--- src/rtl/oipuf_multi_eval.sv ---
// Majority-vote controller: one challenge in flight; the response is valid NEVAL*(RELAX_CYC+SETTLE_CYC)+1 edges after accept and held until rsp_ready.
// Define OIPUF_STAB_MASK_EN to exclude unstable lines from rsp_xor.
module oipuf_multi_eval #(
  parameter int TW         = 4,
  parameter int ST         = 64,
  parameter int NEVAL      = 5,
  parameter int RELAX_CYC  = 2,
  parameter int SETTLE_CYC = 3
) (
  input  logic          clk,
  input  logic          rst_n,
  input  logic          req_valid,
  output logic          req_ready,
  input  logic [ST-1:0] req_chal,
  output logic          trig,
  output logic [ST-1:0] puf_chal,
  input  logic [TW-1:0] puf_resp,
  input  logic [TW-1:0] puf_stable,
  output logic          rsp_valid,
  input  logic          rsp_ready,
  output logic [TW-1:0] rsp_bits,
  output logic          rsp_xor,
  output logic [TW-1:0] rsp_unstable
);

  localparam int OW   = $clog2(NEVAL + 1);
  localparam int CMAX = (RELAX_CYC > SETTLE_CYC) ? RELAX_CYC : SETTLE_CYC;
  localparam int CW   = $clog2(CMAX + 1);
  localparam logic [OW-1:0] NEVAL_W = OW'(NEVAL);

  typedef enum logic [2:0] {IDLE, RELAX, FIRE, VOTE, DONE} state_t;

  state_t        state, state_nxt;
  logic [CW-1:0] cnt;
  logic [OW-1:0] eval_cnt;
  logic [OW-1:0] ones [TW];
  logic [TW-1:0] bad;
  logic          relax_last, fire_last, eval_last;
  logic [TW-1:0] vote_bits, vote_unst;
  logic          vote_xor;

  assign relax_last = (cnt == CW'(RELAX_CYC - 1));
  assign fire_last  = (cnt == CW'(SETTLE_CYC - 1));
  assign eval_last  = (eval_cnt == OW'(NEVAL - 1));

  assign req_ready = (state == IDLE);
  assign trig      = (state == FIRE);
  assign rsp_valid = (state == DONE);

  always_ff @(posedge clk) begin
    if (!rst_n) state <= IDLE;
    else        state <= state_nxt;
  end

  always_comb begin
    state_nxt = state;
    case (state)
      IDLE:  if (req_valid) state_nxt = RELAX;
      RELAX: if (relax_last) state_nxt = FIRE;
      FIRE:  if (fire_last) state_nxt = eval_last ? VOTE : RELAX;
      VOTE:  state_nxt = DONE;
      DONE:  if (rsp_ready) state_nxt = IDLE;
      default: state_nxt = IDLE;
    endcase
  end

  // A line is unstable if it ever flagged itself or its samples disagreed.
  always_comb begin
    vote_bits = '0;
    vote_unst = '0;
    for (int i = 0; i < TW; i++) begin
      vote_bits[i] = (2 * int'(ones[i])) > NEVAL;
      vote_unst[i] = bad[i] || ((ones[i] != '0) && (ones[i] != NEVAL_W));
    end
  end

`ifdef OIPUF_STAB_MASK_EN
  assign vote_xor = ^(vote_bits & ~vote_unst);
`else
  assign vote_xor = ^vote_bits;
`endif

  always_ff @(posedge clk) begin
    if (!rst_n) begin
      puf_chal     <= '0;
      cnt          <= '0;
      eval_cnt     <= '0;
      bad          <= '0;
      rsp_bits     <= '0;
      rsp_unstable <= '0;
      rsp_xor      <= 1'b0;
      for (int i = 0; i < TW; i++) ones[i] <= '0;
    end else begin
      case (state)
        IDLE: begin
          if (req_valid) begin
            puf_chal <= req_chal;
            cnt      <= '0;
            eval_cnt <= '0;
            bad      <= '0;
            for (int i = 0; i < TW; i++) ones[i] <= '0;
          end
        end
        RELAX: cnt <= relax_last ? '0 : cnt + CW'(1);
        FIRE: begin
          cnt <= fire_last ? '0 : cnt + CW'(1);
          if (fire_last) begin
            eval_cnt <= eval_cnt + OW'(1);
            for (int i = 0; i < TW; i++) begin
              if (puf_resp[i] && (ones[i] != NEVAL_W)) ones[i] <= ones[i] + OW'(1);
              if (!puf_stable[i]) bad[i] <= 1'b1;
            end
          end
        end
        VOTE: begin
          rsp_bits     <= vote_bits;
          rsp_unstable <= vote_unst;
          rsp_xor      <= vote_xor;
        end
        default: ;
      endcase
    end
  end

endmodule

--- config.mk ---
export PLATFORM = sky130hd
export DESIGN_NAME = oipuf_multi_eval
export DESIGN_NICKNAME = d
export VERILOG_FILES = /design/src/rtl/oipuf_multi_eval.sv
export SDC_FILE = /design/constraint.sdc
export NUM_CORES = 1
export LEC_CHECK = 0
export CORE_MARGIN = 3
export CORE_UTILIZATION = 35
export DETAILED_ROUTE_END_ITERATION = 10
export PLACE_DENSITY_LB_ADDON = 0.25
export SLEW_MARGIN = 20
export SYNTH_ARGS = -nofsm -noshare
export SYNTH_HDL_FRONTEND = slang
export SYNTH_SLANG_ARGS = --single-unit
--- constraint.sdc ---
create_clock -name clk -period 1.98 [get_ports clk]
set_input_delay 0.297 -clock clk [delete_from_list [all_inputs] [get_ports clk]]
set_output_delay 0.297 -clock clk [all_outputs]
set_load 0.01 [all_outputs]
==> summary.md <==
| Metric | Value |
|---|---|
| Internal Power | 0.00404 W |
| Hold depth | 1 |
| Post CTS Setup Buffer Count | 0 |
| RSZ-0062 raised after global routing | no |
| Root buffer cell | clkbuf_8 |
| Placed instance count | 615 |
| Leakage | 2.25 nW |
| Synth warn | 0 |
| Crit path max fanout | 13 |
| Overflow after GRT | 0 |
| CP Class | flop to primary output |
| Worst Skew | 6.68 ps |
| # setup viols final | 0 |
| Max VDD drop | 0.447 mV |
| Clock sink count | 97 |
| Ant diodes | 0 |
| Core box area | 10400 sq um |
| Register-to-register setup slack | 360 ps |
| Worst-Skew Late Latency | 350 ps |
| Setup_tns | 0 ps |
| Syn_nets | 428 |
| Hold Path Origin | bad[1] |
| Gate power share | 0.339 |
| Share of layout cells above drive strength 1 | 0.0768 |
| Starting Density | 0.363 |
| Drt wl/cell | 15.0 um |
| Fmax | 528 MHz |
| Max Slew Vio Count | 0 |
| FP Rows | 37 |
| FF-to-FF End | puf_chal[19] |
| Die Y | 110 um |
| Sequential area share after synthesis | 0.540 |
| Global-route wire length before repair | 14700 um |
| CTS HTree Levels | 3 |
| HPWL after DPL | 7020 um |
| PwrDens | 1050 nW/um^2 |
| Clk pwr share | 0.207 |
| WP data arrival | 1600 ps |
| Die Wd | 110 um |
| Sequential Power Share | 0.454 |
| Switching Fraction | 0.313 |
| Antenna-violating nets left | 0 |
| Hold path endpoint | bad[1] |
| Area occupied by registers | 2030 sq um |
| Largest net degree at the start of global routing | 44 |
| Fill count | 973 |
| Slew margin rel. | 0.806 |
| Post-route DRC violation count | 0 |
| Via density | 4.82 |
| MaxCap Viol Count | 0 |
| Fin util | 0.540 |
| Initial antenna violation count | 0 |
| Clock Tree Buf Depth | 2 |
| Worst R2R Start | state[1] |
| Post-layout minimum cycle time | 1890 ps |
| Worst-path clk slew | 90 ps |
| Worst r2r path cells | 6 |
| Psw | 0.00184 W |
| Final WL | 9440 um |
| DR pass1 iterations | 4 |
| Crit. Startpoint | state[0] |
| Input/output buffers | 151 |
| Worst Max-Slew Pin Slew | 291 ps |
| Global placement routability congestion | 0.736 |
| Non-Filler Instances | 631 |
| Number of global-route vias before repair | 3022 |
| CTS tree | built |
| Netlist cell types | 38 |
| Synthesized cell area | 3760 sq um |
| Multi-input logic area | 1510 sq um |
| Die area | 12000 sq um |
| Hold Crit Class | flop to flop |
| Outcome | finished, final reports clean |
| Mean Syn Cell Area | 11.1 sq um |
| Tcrit/Tclk final | 0.957 |
| Fin nets | 580 |
| Crit end category | primary output |
| Area grow syn2layout | 48.8% |
| Req. time, crit path | 1680 ps |
| Via count | 3039 |
| IO Count | 152 |
| Gr usage total | 0.156 |
| Initial drt markers | 72 |
| CP startpoint kind | flop |
| Final Hold Violating Endpoints | 0 |
| Seq cells post-synth | 97 |
| Synthesized instance count | 338 |
| Cts bufs inserted | 9 |
## power by group through the flow
stage | sequential [W] | clock [W] | combinational [W]
after floorplan | 0.00280 | 0 | 0.000891
after global placement | 0.00269 | 0 | 0.00200
after detailed placement | 0.00269 | 0 | 0.00202
after CTS | 0.00267 | 0.00126 | 0.00203
after global routing | 0.00273 | 0.00133 | 0.00218
final | 0.00267 | 0.00122 | 0.00200
## Yosys cell counts, drive strengths merged
cell	count	area [sq um]
nor2b	5	31.3
o21a	5	37.5
and2	2	12.5
or3b	1	8.76
nand2b	8	50.1
o21ai	9	45.0
and3b	2	17.5
o211a	5	50.1
xnor2	2	17.5
clkbuf	2	7.51
nand3	5	40.0
mux2i	6	60.1
nor2	22	82.6
nand2	15	56.3
o211ai	1	7.51
a21boi	2	15.0
ha	14	175
inv	15	56.3
and3	4	25.0
nor3	2	21.3
xor2	4	35.0
a21oi	16	80.1
a22oi	1	7.51
a211o	2	17.5
edfxtp	9	270
nor3b	3	27.5
dfxtp	88	1760
a22o	64	561
nand4	2	12.5
nand4b	1	8.76
buf	21	163
## layer usage
metal	up-vias	GRT usage	part of all wire
met5	-	0	0
met4	0	0.0508	0.0072
met3	7	0.0799	0.11
met2	100	0.241	0.46
met1	1419	0.190	0.43
li1	1513	-	-
## timing repair
item,4_1_cts,5_1_grt
setup endpoints to repair,2,0
gates resized for setup,4,0
hold buffers,0,0
## through the flow
| step | power (W) | hold slack [ps] | worst slack, ps | area [sq um] |
|---|---|---|---|---|
| detailed placement | 0.00471 | 457 | 138 | 5400 |
| CTS | 0.00597 | 481 | 49.5 | 5600 |
| global placement | 0.00469 | 454 | 197 | 5400 |
| floorplan | 0.00369 | 422 | 383 | 3760 |
| finish | 0.00589 | 479 | 85.1 | 5600 |
| global route | 0.00624 | 502 | 0.196 | 5600 |
## sequential cells by signal, summed over array words and instances, names as in the netlist
signal	cells
rsp_xor	1
cnt	2
puf_chal	64
rsp_unstable	4
eval_cnt	3
state	3
rsp_bits	4
ones	12
bad	4
## cell usage in the layout (no fill, tap or decap), types with 4 or more instances in the layout
cell type	instances
buf_4	11
edfxtp_1	9
a21oi_1	16
inv_1	15
nand2_1	15
nor2_1	22
ha_1	14
dfxtp_1	86
nand2b_1	8
mux2i_1	6
a22o_1	64
nor2b_1	5
o211a_1	5
xor2_1	4
clkbuf_8	10
clkdlybuf4s50_1	150
o21a_1	5
o21ai_0	7
## worst max-delay path by stage
stage              endpoint  slack [ps]  depth (start not counted)
6_report               trig          90                          2
3_3_place_gp   puf_chal[12]         200                          5
3_5_place_dp   puf_chal[50]         140                          5
5_1_grt                trig         0.2                          2
2_1_floorplan    ones[1][0]         380                          5
4_1_cts                trig          50                          2
## worst max-delay path: stages, from the launching register on
cell and delay, ps:
dfxtp_2 420, nor3b_4 260, clkdlybuf4s50_1 570
## cell type report
cell class,instances,area share
Multi-Input combinational cell,203,0.270
Sequential cell,97,0.364
Clock buffer,10,0.0246
Clock inverter,6,0.00939
Inverter,15,0.0101
Timing Repair Buffer,164,0.292
Tap cell,136,0.0304
## cell families after synthesis
logic type / count (synthesis) / share of synthesized area
multiplexers: 6 / 0.0160
AND/OR/NAND/NOR: 72 / 0.105
XOR/XNOR: 6 / 0.0140
AO/OA/AOI/OAI: 105 / 0.218
flip-flops: 97 / 0.540
adder cells (fa/ha/maj): 14 / 0.0466
buffers and inverters: 38 / 0.0602
(Power assumes the default switching activity.)
